`src/rtl/quad_gen_pkg.sv`:
```
// Shared phase encoding, direction constants and Gray-code stepping for the
// quadrature encoder emulator.
package quad_gen_pkg;

  typedef enum logic [1:0] {
    PH_00 = 2'b00,
    PH_01 = 2'b01,
    PH_11 = 2'b11,
    PH_10 = 2'b10
  } phase_e;

  localparam logic DIR_UP = 1'b1;
  localparam logic DIR_DN = 1'b0;

  // Up walks 00->01->11->10->00; down walks the same ring backwards.
  function automatic phase_e next_phase(input phase_e phase, input logic dir);
    case (phase)
      PH_00:   return (dir == DIR_UP) ? PH_01 : PH_10;
      PH_01:   return (dir == DIR_UP) ? PH_11 : PH_00;
      PH_11:   return (dir == DIR_UP) ? PH_10 : PH_01;
      PH_10:   return (dir == DIR_UP) ? PH_00 : PH_11;
      default: return PH_00;
    endcase
  endfunction

endpackage

```
`src/rtl/quad_rate_div.sv`:
```
// Enable-gated modulo-STEP_DIV counter; tick_o is high for the single cycle
// in which the count sits at STEP_DIV-1. clr_i forces the count back to 0.
module quad_rate_div #(
  parameter int STEP_DIV = 25000,
  parameter int DIV_W    = 16
) (
  input  logic clk,
  input  logic rst_n,
  input  logic en_i,
  input  logic clr_i,
  output logic tick_o
);

  localparam logic [DIV_W-1:0] LAST = DIV_W'(STEP_DIV - 1);

  logic [DIV_W-1:0] count_q, count_d;

  always_comb begin
    count_d = count_q;
    if (clr_i) begin
      count_d = '0;
    end else if (en_i) begin
      count_d = (count_q == LAST) ? '0 : count_q + DIV_W'(1);
    end
  end

  always_ff @(posedge clk or negedge rst_n) begin
    if (!rst_n) begin
      count_q <= '0;
    end else begin
      count_q <= count_d;
    end
  end

  assign tick_o = en_i && !clr_i && (count_q == LAST);

endmodule

```
`src/rtl/quad_encoder_gen.sv`:
```
// Quadrature encoder emulator: step requests accumulate into a signed pending
// count that is drained one Gray-code edge per STEP_DIV cycles.
// Optional index output quad_z is enabled by defining QUAD_INDEX_EN.
module quad_encoder_gen
  import quad_gen_pkg::*;
#(
  parameter int STEP_DIV = 25000,
  parameter int DIV_W    = 16,
  parameter int PEND_W   = 8
`ifdef QUAD_INDEX_EN
  ,
  parameter int PPR      = 24
`endif
) (
  input  logic                     clk,
  input  logic                     rst_n,
  input  logic                     req_valid,
  input  logic                     req_dir,
  output logic                     req_ready,
  output logic                     quadA,
  output logic                     quadB,
  output logic                     busy,
  output logic signed [PEND_W-1:0] pending
`ifdef QUAD_INDEX_EN
  ,
  output logic                     quad_z
`endif
);

  localparam logic signed [PEND_W-1:0] PEND_MAX = {1'b0, {(PEND_W-1){1'b1}}};
  localparam logic signed [PEND_W-1:0] PEND_NEG = -PEND_MAX;
  localparam logic signed [PEND_W-1:0] ONE      = PEND_W'(1);

  phase_e                     phase_q, phase_d;
  logic signed [PEND_W-1:0]   pending_q, pending_d;
  logic                       busy_q;
  logic                       accept;
  logic                       tick;

  assign req_ready = (req_dir == DIR_UP) ? (pending_q != PEND_MAX) : (pending_q != PEND_NEG);
  assign accept    = req_valid && req_ready;

  // The divider only runs while steps are owed, so it restarts from 0 whenever
  // the accumulator empties (including by cancellation).
  quad_rate_div #(
    .STEP_DIV (STEP_DIV),
    .DIV_W    (DIV_W)
  ) u_div (
    .clk    (clk),
    .rst_n  (rst_n),
    .en_i   (pending_q != '0),
    .clr_i  (pending_q == '0),
    .tick_o (tick)
  );

  always_comb begin
    pending_d = pending_q;
    phase_d   = phase_q;
    if (accept) begin
      pending_d = (req_dir == DIR_UP) ? pending_d + ONE : pending_d - ONE;
    end
    if (tick) begin
      if (pending_q[PEND_W-1]) begin
        pending_d = pending_d + ONE;
        phase_d   = next_phase(phase_q, DIR_DN);
      end else begin
        pending_d = pending_d - ONE;
        phase_d   = next_phase(phase_q, DIR_UP);
      end
    end
  end

  always_ff @(posedge clk or negedge rst_n) begin
    if (!rst_n) begin
      phase_q   <= PH_00;
      pending_q <= '0;
      busy_q    <= 1'b0;
    end else begin
      phase_q   <= phase_d;
      pending_q <= pending_d;
      busy_q    <= (pending_d != '0);
    end
  end

  assign quadA   = phase_q[1];
  assign quadB   = phase_q[0];
  assign busy    = busy_q;
  assign pending = pending_q;

`ifdef QUAD_INDEX_EN
  localparam int POS_N = 4 * PPR;
  localparam int POS_W = (POS_N > 1) ? $clog2(POS_N) : 1;
  localparam logic [POS_W-1:0] POS_LAST = POS_W'(POS_N - 1);

  logic [POS_W-1:0] pos_q, pos_d;
  logic             quad_z_q;

  // Position follows the emitted edges, so it moves on exactly the ticks.
  always_comb begin
    pos_d = pos_q;
    if (tick) begin
      if (pending_q[PEND_W-1]) begin
        pos_d = (pos_q == '0) ? POS_LAST : pos_q - POS_W'(1);
      end else begin
        pos_d = (pos_q == POS_LAST) ? '0 : pos_q + POS_W'(1);
      end
    end
  end

  always_ff @(posedge clk or negedge rst_n) begin
    if (!rst_n) begin
      pos_q    <= '0;
      quad_z_q <= 1'b1;
    end else begin
      pos_q    <= pos_d;
      quad_z_q <= (pos_d == '0);
    end
  end

  assign quad_z = quad_z_q;
`endif

endmodule

```
`config.mk`:
```
export PLATFORM = sky130hd
export DESIGN_NAME = quad_encoder_gen
export DESIGN_NICKNAME = d
export VERILOG_FILES = /design/src/rtl/quad_gen_pkg.sv /design/src/rtl/quad_rate_div.sv /design/src/rtl/quad_encoder_gen.sv
export SDC_FILE = /design/constraint.sdc
export NUM_CORES = 1
export LEC_CHECK = 0
export ABC_AREA = 1
export CAP_MARGIN = 20
export CORE_ASPECT_RATIO = 0.5
export CORE_MARGIN = 1
export CORE_UTILIZATION = 45
export DETAILED_ROUTE_END_ITERATION = 16
export HOLD_SLACK_MARGIN = 0.02
export PLACE_DENSITY_LB_ADDON = 0.08
export SLEW_MARGIN = 20
export SYNTH_ARGS = -nofsm -noshare
export SYNTH_HDL_FRONTEND = slang
export SYNTH_SLANG_ARGS = --single-unit
```
`constraint.sdc`:
```
create_clock -name clk -period 3.94 [get_ports clk]
set_input_delay 1.182 -clock clk [delete_from_list [all_inputs] [get_ports clk]]
set_output_delay 1.182 -clock clk [all_outputs]
set_load 0.03 [all_outputs]
```
==> results.sh <==
export IMPL_status="finished, final reports clean"
export IMPL_synth_flop_cell="dfrtp_1"
export IMPL_clock_sinks=27
export IMPL_insertedDiodeCount=0
export IMPL_internal_power_mw=1.131
export IMPL_critPathMaxStageDelay_ns=0.27
export IMPL_synth_seq_area_share=0.3127
export IMPL_synth_cells=311
export IMPL_fin_ws_ns=0.2257
export IMPL_power_frac_comb=0.702
export IMPL_path_cells="dlygate4sd2_1 -> inv_2 -> ha_4 -> ha_1 -> nand2_2 -> nor2_4 -> nand3_4 -> buf_4 -> buf_4"
export IMPL_pre_cts_slack_ns=-0.4029
export IMPL_place_congestion=0.8634
export IMPL_synth_top_cells_by_area="dfrtp_1, nand2_1, ha_1"
export IMPL_via_count=2138
export IMPL_cp_slowest_cell="ha_4"
export IMPL_hold_viol_final=0
export IMPL_finalSetupViolCount=0
export IMPL_maxCapViolCount=0
export IMPL_p_sw_frac=0.4673
export IMPL_timing_final_crit_share=0.9427
export IMPL_gr_usage_all_layers=0.2227
export IMPL_finalClockSkew_ns=0.003296
export IMPL_synth_most_common_cell="nand2_1"
export IMPL_hp_class="flop to flop"
export IMPL_cp_required_ns=2.76
export IMPL_cts_clk_slew_worst_paths_ns=0.09
export IMPL_fill_cells=447
export IMPL_io_pins=16
export IMPL_vdd_drop_max_mv=0.6106
export IMPL_drc=0
export IMPL_yosys_area_top_type="dfrtp_1"
export IMPL_finalMaxSlewViolations=0
export IMPL_areaGrowthSynthToFinish_pct=25.83
export IMPL_path_max_fanout=6
export IMPL_drtIter0Drc=80
export IMPL_die_h_um=51
export IMPL_initial_core_util=0.4792
export IMPL_hpwl_um=4259
export IMPL_clk_latency_ns=0.27
export IMPL_wl_met3_um=176
export IMPL_hold_buffers=0
export IMPL_root_buffer="clkbuf_8"
export IMPL_synth_commonest_cells="nand2_1, inv_1, nor2_1"
export IMPL_power_frac_clock=0.076
export IMPL_grt_pass1_wl_um=8783
export IMPL_synth_top_area_share=0.3127
export IMPL_portBuffers=15
export IMPL_drive_above_1_share=0.1612
export IMPL_cts_tree="yes"
export IMPL_arrival_ns=2.53
export IMPL_ant_nets=0
export IMPL_htree_levels=1
export IMPL_routed_top_layer="met4"
export IMPL_grt_antenna_before_repair=0
export IMPL_power_density_nw_per_um2=780.9
export IMPL_wl_per_cell_um=11.85
export IMPL_syn_avg_cell_area_um2=6.948
export IMPL_cp_common_cell="buf_4"
export IMPL_synthesis_yosys_warnings=0
export IMPL_max_slew_margin_rel=0.6690
export IMPL_wl_um=5121
export IMPL_p_seq_frac=0.222
export IMPL_vias_per_cell=4.949
export IMPL_numCtsBuffers=3
export IMPL_gr_total_overflow=0
export IMPL_wl_met1_um=2621
export IMPL_critPathKind="primary input to output port"
export IMPL_die_x_um=100
export IMPL_p_total_mw=2.123
export IMPL_synth_area_um2=2161
export IMPL_rsz0062_at_grt="no"
export IMPL_async_flop_share=1.000
export IMPL_period_needed_ns=3.714
export IMPL_grt_pass1_vias=1896
export IMPL_wl_met2_um=2296
export IMPL_cp_top_family="buffers and inverters"
export IMPL_yosysUniqueCellTypes=35
export IMPL_syn_nets=331
export IMPL_core_area_um2=4509
export IMPL_postCtsResizedCells=5
export IMPL_num_rows=17
export IMPL_cp_end_kind="output port"
export IMPL_clk_path_buf_depth=2
export IMPL_synth_edff_count=0
export IMPL_nets=387
export IMPL_critPathBufInv=4
export IMPL_synth_seq_cells=27
export IMPL_grt_max_degree=28
export IMPL_firstDrtPassIters=4
export IMPL_critPathLaunchType="primary input"
export IMPL_postCtsSetupRepairBufs=0
export IMPL_switchingPower_uw=992.2
export IMPL_fmax_mhz=269.2
export IMPL_leakage_nw=1.411
export IMPL_tightestPinTransition_ns=0.4947
export IMPL_dieArea_um2=5100
## registers in the layout (all words and copies together), names as in the netlist
signal         cells
pending            8
u_div.count_q     16
busy               1
phase_q            2
## cell families after synthesis
kind of cell               share of synthesized area
and+or+nand+nor                               0.3839
buffers and inverters                        0.08453
AOI/OAI and AO/OA                            0.08686
DFF                                           0.3127
adders and majority gates                    0.09960
xor gates and xnor gates                     0.03243
## metrics by stage
stage          area (µm²)  hold WS [ns]  utilization  TNS (ns)  instances
2_1_floorplan        2161        0.4329            -         0        311
3_3_place_gp         2658        0.4499       0.5893    -1.381        428
3_5_place_dp         2658        0.4539       0.5893    -1.863        428
4_1_cts              2719        0.4669       0.6029         0        432
5_1_grt              2719        0.5057       0.6029         0        432
6_report             2719        0.4654       0.6029         0        432
## path summary, 6_finish.rpt
check	from	to	slack (ns)	cells after the start
worst max-delay path	req_dir	req_ready	0.23	9
worst min-delay path	u_div.count_q[0]	u_div.count_q[0]	0.47	1
worst max register to register	pending[0]	busy	0.91	20
worst min register to register	u_div.count_q[0]	u_div.count_q[0]	0.47	1
max in group asynchronous	rst_n	pending[3]	2.44	2
min in group asynchronous	rst_n	u_div.count_q[2]	1.26	2
## worst register-to-register path, delay by kind of cell, from the launching register on
kind	cells	cell delay, ns
AOI/OAI and AO/OA	1	0.08
xor gates and xnor gates	1	0.19
adders and majority gates	2	0.76
buffers and inverters	3	0.27
DFF	1	0.52
and+or+nand+nor	13	1.11
## area by class of cell
class | instances | area, µm² | area share
clock buffer | 3 | 41.29 | 0.01519
clock inverter | 1 | 8.758 | 0.003221
inverter | 44 | 171.4 | 0.06305
multi-input combinational | 239 | 1315 | 0.4837
sequential | 27 | 675.6 | 0.2485
tap | 66 | 82.58 | 0.03037
timing repair buffer | 52 | 424.2 | 0.1560
## metal layers
layer | vias to the layer above | GRT usage
li1 | 1113 | -
met1 | 986 | 0.3203
met2 | 34 | 0.3667
met3 | 5 | 0.02462
met4 | 0 | 0.04106
met5 | - | 0
## power by group through the flow
stage,sequential [mW],clock [mW],combinational [mW]
2_1_floorplan,0.501,0,0.860
3_3_place_gp,0.471,0,1.47
3_5_place_dp,0.473,0,1.48
4_1_cts,0.469,0.166,1.50
5_1_grt,0.482,0.180,1.68
6_report,0.471,0.161,1.49
## cell usage in the layout (no fill, tap or decap), types with 5 or more instances in the layout
| cell type | n |
|---|---|
| nand2_1 | 85 |
| inv_1 | 38 |
| nor2_1 | 38 |
| buf_4 | 38 |
| dfrtp_1 | 27 |
| nand3_1 | 25 |
| a21oi_1 | 17 |
| ha_1 | 13 |
| clkdlybuf4s50_1 | 13 |
| o21ai_0 | 10 |
| nor3_1 | 9 |
| xor2_1 | 6 |
| nand4_1 | 5 |
| nand3b_1 | 5 |
No activity file was read; power rests on OpenSTA's default activity.
